===== config.mk =====
export PLATFORM = sky130hd
export DESIGN_NAME = key_input_port_flat
export DESIGN_NICKNAME = d
export VERILOG_FILES = /design/src/rtl/key_input_port_pkg.sv /design/src/rtl/key_input_port_if.sv /design/src/rtl/key_input_port_debouncer.sv /design/src/rtl/key_input_port.sv /design/src/flat_wrapper.sv
export SDC_FILE = /design/constraint.sdc
export NUM_CORES = 1
export LEC_CHECK = 0
export ABC_AREA = 1
export ABC_CLOCK_PERIOD_IN_PS = 800
export CORE_MARGIN = 8
export CORE_UTILIZATION = 29
export CTS_BUF_LIST = sky130_fd_sc_hd__clkbuf_4 sky130_fd_sc_hd__clkbuf_8
export CTS_CLUSTER_SIZE = 20
export DETAILED_ROUTE_END_ITERATION = 8
export GPL_TIMING_DRIVEN = 0
export PLACE_DENSITY = 0.64
export SYNTH_ARGS = -nofsm -noshare
export SYNTH_HDL_FRONTEND = slang
export SYNTH_HIERARCHICAL = 1
export SYNTH_SLANG_ARGS = --single-unit

===== constraint.sdc =====
create_clock -name clk -period 0.8 [get_ports clk]
set_input_delay 0.16 -clock clk [delete_from_list [all_inputs] [get_ports clk]]
set_output_delay 0.16 -clock clk [all_outputs]
set_load 0.01 [all_outputs]

===== src/rtl/key_input_port_pkg.sv =====
`default_nettype none
// ============================================================================
// Module   : io_map_pkg
// Brief    : I/O region map, read-mux select codes and KEY word field layout.
// Revision : 1.0
// ============================================================================
package io_map_pkg;

    localparam logic [3:0] IO_REGION = 4'hF;

    localparam logic [7:0] OFF_HEX  = 8'h00;
    localparam logic [7:0] OFF_LEDR = 8'h04;
    localparam logic [7:0] OFF_LEDG = 8'h08;
    localparam logic [7:0] OFF_KEY  = 8'h10;
    localparam logic [7:0] OFF_SW   = 8'h14;

    localparam logic [1:0] SEL_MEM = 2'd0;
    localparam logic [1:0] SEL_SW  = 2'd1;
    localparam logic [1:0] SEL_KEY = 2'd2;

    localparam int PRESSED_LSB = 0;
    localparam int EVENT_LSB   = 4;

    typedef enum logic [0:0] {
        DEB_HOLD  = 1'b0,
        DEB_COUNT = 1'b1
    } debState_t;

endpackage
`default_nettype wire


===== src/rtl/key_input_port_if.sv =====
`default_nettype none
// ============================================================================
// Module   : key_input_port_if
// Brief    : Load-side read bus between the I/O decoder and the KEY port.
// Revision : 1.0
// ============================================================================
interface key_input_port_if;

    logic        keyEn;
    logic [31:0] key_rdata;
    logic        key_irq;

    modport master (output keyEn, input key_rdata, input key_irq);
    modport slave  (input keyEn, output key_rdata, output key_irq);

endinterface
`default_nettype wire


===== src/rtl/key_input_port_debouncer.sv =====
`default_nettype none
// ============================================================================
// Module   : key_debouncer
// Brief    : One pushbutton: 2-flop synchronizer, inversion and debouncer.
//            KEY_DEBOUNCE_EN selects the counting debouncer; otherwise the
//            stable bit simply follows the synchronized level.
// Revision : 1.0
// ============================================================================
module key_debouncer
    import io_map_pkg::*;
#(
    parameter int DEBOUNCE_CYCLES = 500000
) (
    input  wire logic clk,
    input  wire logic reset_n,
    input  wire logic i_keyRaw,
    output logic      o_stable,
    output logic      o_rise
);

    logic r_sync1;
    logic r_sync2;
    logic r_stable;
    logic w_pressed;
    logic w_stableNext;

    // Sync flops reset to the released (high) level of the active-low pin.
    always_ff @(posedge clk or negedge reset_n) begin
        if (!reset_n) begin
            r_sync1 <= 1'b1;
            r_sync2 <= 1'b1;
        end else begin
            r_sync1 <= i_keyRaw;
            r_sync2 <= r_sync1;
        end
    end

    assign w_pressed = ~r_sync2;

`ifdef KEY_DEBOUNCE_EN
    localparam int                 c_CNT_W    = $clog2(DEBOUNCE_CYCLES + 1);
    localparam logic [c_CNT_W-1:0] c_CNT_LAST = c_CNT_W'(DEBOUNCE_CYCLES - 1);

    debState_t          r_state;
    debState_t          w_stateNext;
    logic [c_CNT_W-1:0] r_cnt;
    logic [c_CNT_W-1:0] w_cntNext;

    always_ff @(posedge clk or negedge reset_n) begin
        if (!reset_n) begin
            r_state  <= DEB_HOLD;
            r_cnt    <= '0;
            r_stable <= 1'b0;
        end else begin
            r_state  <= w_stateNext;
            r_cnt    <= w_cntNext;
            r_stable <= w_stableNext;
        end
    end

    always_comb begin
        w_stateNext  = r_state;
        w_cntNext    = r_cnt;
        w_stableNext = r_stable;
        case (r_state)
            DEB_HOLD, DEB_COUNT: begin
                if (w_pressed == r_stable) begin
                    w_stateNext = DEB_HOLD;
                    w_cntNext   = '0;
                end else if (r_cnt == c_CNT_LAST) begin
                    w_stableNext = ~r_stable;
                    w_stateNext  = DEB_HOLD;
                    w_cntNext    = '0;
                end else begin
                    w_stateNext = DEB_COUNT;
                    w_cntNext   = r_cnt + 1'b1;
                end
            end
            default: begin
                w_stateNext = DEB_HOLD;
                w_cntNext   = '0;
            end
        endcase
    end
`else
    assign w_stableNext = w_pressed;

    always_ff @(posedge clk or negedge reset_n) begin
        if (!reset_n) begin
            r_stable <= 1'b0;
        end else begin
            r_stable <= w_stableNext;
        end
    end
`endif

    // Rise is taken from the next-state value so the event lands on the same
    // edge as the stable bit.
    assign o_stable = r_stable;
    assign o_rise   = w_stableNext & ~r_stable;

endmodule
`default_nettype wire


===== src/rtl/key_input_port.sv =====
`default_nettype none
// ============================================================================
// Module   : key_input_port
// Brief    : Memory-mapped KEY peripheral: debounced levels, sticky
//            clear-on-read press events and the 32-bit read word.
//            Debounce counters enabled by KEY_DEBOUNCE_EN.
// Revision : 1.0
// ============================================================================
module key_input_port
    import io_map_pkg::*;
#(
    parameter int KEY_W           = 4,
    parameter int DEBOUNCE_CYCLES = 500000
) (
    input  wire logic             clk,
    input  wire logic             reset_n,
    input  wire logic [KEY_W-1:0] key_in,
    key_input_port_if.slave       bus
);

    logic [KEY_W-1:0] w_stable;
    logic [KEY_W-1:0] w_rise;
    logic [KEY_W-1:0] r_events;

    for (genvar gi = 0; gi < KEY_W; gi++) begin : g_key
        key_debouncer #(
            .DEBOUNCE_CYCLES (DEBOUNCE_CYCLES)
        ) u_debouncer (
            .clk      (clk),
            .reset_n  (reset_n),
            .i_keyRaw (key_in[gi]),
            .o_stable (w_stable[gi]),
            .o_rise   (w_rise[gi])
        );
    end

    // A read clears everything except an event arriving on the same edge.
    always_ff @(posedge clk or negedge reset_n) begin
        if (!reset_n) begin
            r_events <= '0;
        end else if (bus.keyEn) begin
            r_events <= w_rise;
        end else begin
            r_events <= r_events | w_rise;
        end
    end

    assign bus.key_rdata = (32'(r_events) << EVENT_LSB) | (32'(w_stable) << PRESSED_LSB);
    assign bus.key_irq   = |r_events;

endmodule
`default_nettype wire

===== src/flat_wrapper.sv =====
// flat-port wrapper written by rule: the top's interface ports become plain ports
module key_input_port_flat import io_map_pkg::*;
#(
    parameter int KEY_W           = 4,
    parameter int DEBOUNCE_CYCLES = 500000
)
  (clk, reset_n, key_in, bus_keyEn, bus_key_rdata, bus_key_irq);
  key_input_port_if bus_i ();
  input  wire logic clk;
  input  wire logic reset_n;
  input  wire logic [KEY_W-1:0] key_in;
  input wire logic [$bits(bus_i.keyEn)-1:0] bus_keyEn;
  output wire logic [$bits(bus_i.key_rdata)-1:0] bus_key_rdata;
  output wire logic [$bits(bus_i.key_irq)-1:0] bus_key_irq;
  assign bus_i.keyEn = bus_keyEn;
  assign bus_key_rdata = bus_i.key_rdata;
  assign bus_key_irq = bus_i.key_irq;
  key_input_port #(.KEY_W(KEY_W), .DEBOUNCE_CYCLES(DEBOUNCE_CYCLES)) u_core (.clk(clk), .reset_n(reset_n), .key_in(key_in), .bus(bus_i));
endmodule

==> out/metrics.yaml <==
run_status:
  outcome: "finished with violations"
  failed_checks: "negative hold slack, negative setup slack"
flow_run:
  maxCapViolations: 0
clock_tree:
  htree_levels: 1
  clockRootBuffer: "clkbuf_4"
  clock_path_buffers: 2
  clock_latency_ns: 0.28
  cts_made_buffers: 3
  clk_pin_slew_ns: 0.09
  cts_tree: "yes"
  hold_buffers: 0
  clock_sinks: 16
grt:
  grt_pass1_wl_um: 1883
  antenna_found_initial: 0
  grt_max_degree: 17
  grt_pass1_vias: 431
  overflow: 0
  gr-usage-all-layers_pct: 5.528
drt:
  vias: 450
  wl_met2_um: 542
  first_iter_violations: 3
  detail_route.wl_per_cell_um: 8.685
  route.met3.wl_um: 230
  first_pass_iters: 2
  top_layer: "met3"
  drt-met1-wl_um: 469
  wl_um: 1242
  drtAntennaViolNets: 0
  drc: 0
  drt-vias-per-instance: 3.147
sta:
  fmax_mhz: 890.4
  worst_slew_pin_slew_ns: 0.6610
  maxSlewHeadroom_pct: 55.86
  hold_viol_final: 8
  timing.setup.tns_ns: -2.184
  clock_skew_ns: 0.0003213
  min_period_ns: 1.123
  worst_slack_ns: -0.3231
  setup-violations-final: 11
  rsz0062_at_grt: "true"
  whs_ns: -0.1071
  drv_slew: 0
  period_share_pct: 140.4
power_and_ir_drop:
  power_mw: 1.766
  leakagePower_nw: 0.6042
  peakVddDrop_uv: 1112
  power.density_nw_per_um2: 1676
yosys:
  synth_edf_count: 0
  synthCells: 65
  dominantRegCellSynth: "dfstp_2"
  ys_warn_count: 6
  synth.avg_cell_area_um2: 10.53
  synth_top_area_share_pct: 30.71
  synth.most_common_cell: "buf_4"
  yosysSeqAreaShare_pct: 59.96
  synth.distinct_cells: 8
  yosys-top-cells-count: "buf_4 (24), nand2_1 (9), dfrtp_1 (8), dfstp_2 (8), inv_1 (8)"
  syn_area_um2: 684.4
  synth_top_cell_by_area: "dfstp_2"
  yosys-top-cells-area: "dfstp_2 (31%), dfrtp_1 (29%), buf_4 (26%)"
  synth.ff_latch_count: 16
  async_reset_ff_share_pct: 100.0
worst_setup_path:
  end_kind: "output pin"
  crit_type: "reg2out"
  worstPathRequired_ns: 0.64
  crit_fanout: 3
  worstSetupStartpointType: "flip-flop"
  arrival_ns: 0.96
floorplanning:
  die_h_um: 64.58
  dieArea_um2: 4171
  io_pins: 40
  fp.dieW_um: 64.58
  initial_utilization_pct: 30.64
  num_rows: 17
  fp.coreArea_um2: 2233
hold_path:
  hold_path_class: "in2async"
final_layout:
  utilization_pct: 47.17
  diodes: 0
  fin_nets: 123
  area_growth_pct: 53.93
  instances_no_fill: 143
  drive_gt1_share_pct: 48.70
placement:
  port_buffers: 15
  place_congestion: 0.6427
  dp_hpwl_um: 969
  dpl.cell_count: 131
## through the flow
stage | setup WS, ns | area [um2]
3_5_place_dp | -0.3748 | 955.9
4_1_cts | -0.3236 | 982.2
6_report | -0.3231 | 1054
3_3_place_gp | -0.3609 | 955.9
5_1_grt | -0.3923 | 1054
2_1_floorplan | 0.04246 | 770.7
## critical path: stages, from the launching register on
cell and delay (ns):
dfrtp_1 0.41, nor2_1 0.10, nand2_1 0.05, buf_2 0.13
## cells by family after synthesis
logic type    share of synthesized area [%]
buf+inv                               31.26
flops                                 59.96
other cells                          0.5479
simple gates                          8.226
## power breakdown
group,internal (mW),total (mW),switching (mW)
clock network,0.277,0.510,0.233
logic,0.202,0.357,0.155
registers,0.873,0.899,0.0258
## cell usage in the layout, fill, tap and decap left out, drive strengths merged
cell and instances:
buf 41, clkbuf 4, clkdlybuf4s50 5, conb 24, dfrtp 8, dfstp 8
dlymetal6s2s 1, inv 9, nand2 9, nor2 6
## what timing repair did
action / 4_1_cts / 5_1_grt
setup buffers: 3 / 5
setup endpoints to repair: 9 / 19
endpoints found under the hold margin: 0 / 8
resized for setup: 38 / 9
pin swaps: 0 / 2
cloned: 0 / 0
## flip-flops by register name, summed over array words and instances (netlist names)
signal	count
u_core/g_key.u_debouncer/r_sync1	4
u_core/g_key.u_debouncer/r_sync2	4
u_core/g_key.u_debouncer/o_stable	4
u_core/r_events	4
## final timing paths
| check | start | end | slack [ns] | depth (start not counted) |
|---|---|---|---|---|
| setup / recovery | u_core/r_events[0] | bus_key_irq | -0.32 | 3 |
| hold / removal | reset_n | u_core/g_key[3].u_debouncer/o_stable | -0.11 | 1 |
| setup reg to reg | u_core/g_key[0].u_debouncer/o_stable | u_core/r_events[0] | -0.06 | 5 |
| hold reg to reg | u_core/g_key[3].u_debouncer/r_sync1 | u_core/g_key[3].u_debouncer/r_sync2 | 0.36 | 0 |
| max in group asynchronous | reset_n | u_core/r_events[0] | 0.49 | 1 |
| min in group clk | key_in[1] | u_core/g_key[1].u_debouncer/r_sync1 | 0.28 | 1 |
## layer usage
metal / GRT usage (%) / vias to the layer above
met5: 0 / -
met4: 0.8174 / 0
met3: 5.842 / 0
met2: 8.075 / 32
met1: 5.466 / 180
li1: - / 238
## layout make-up
cell class | count | area, um2
Buffer | 24 | 180.2
Clock buffer | 4 | 36.28
Fill cell | 224 | 1180
Inverter | 9 | 33.78
Multi-Input combinational cell | 39 | 151.4
Sequential cell | 16 | 410.4
Tap cell | 28 | 35.03
Timing Repair Buffer | 23 | 206.4
Power figures use the tool's default switching activity.
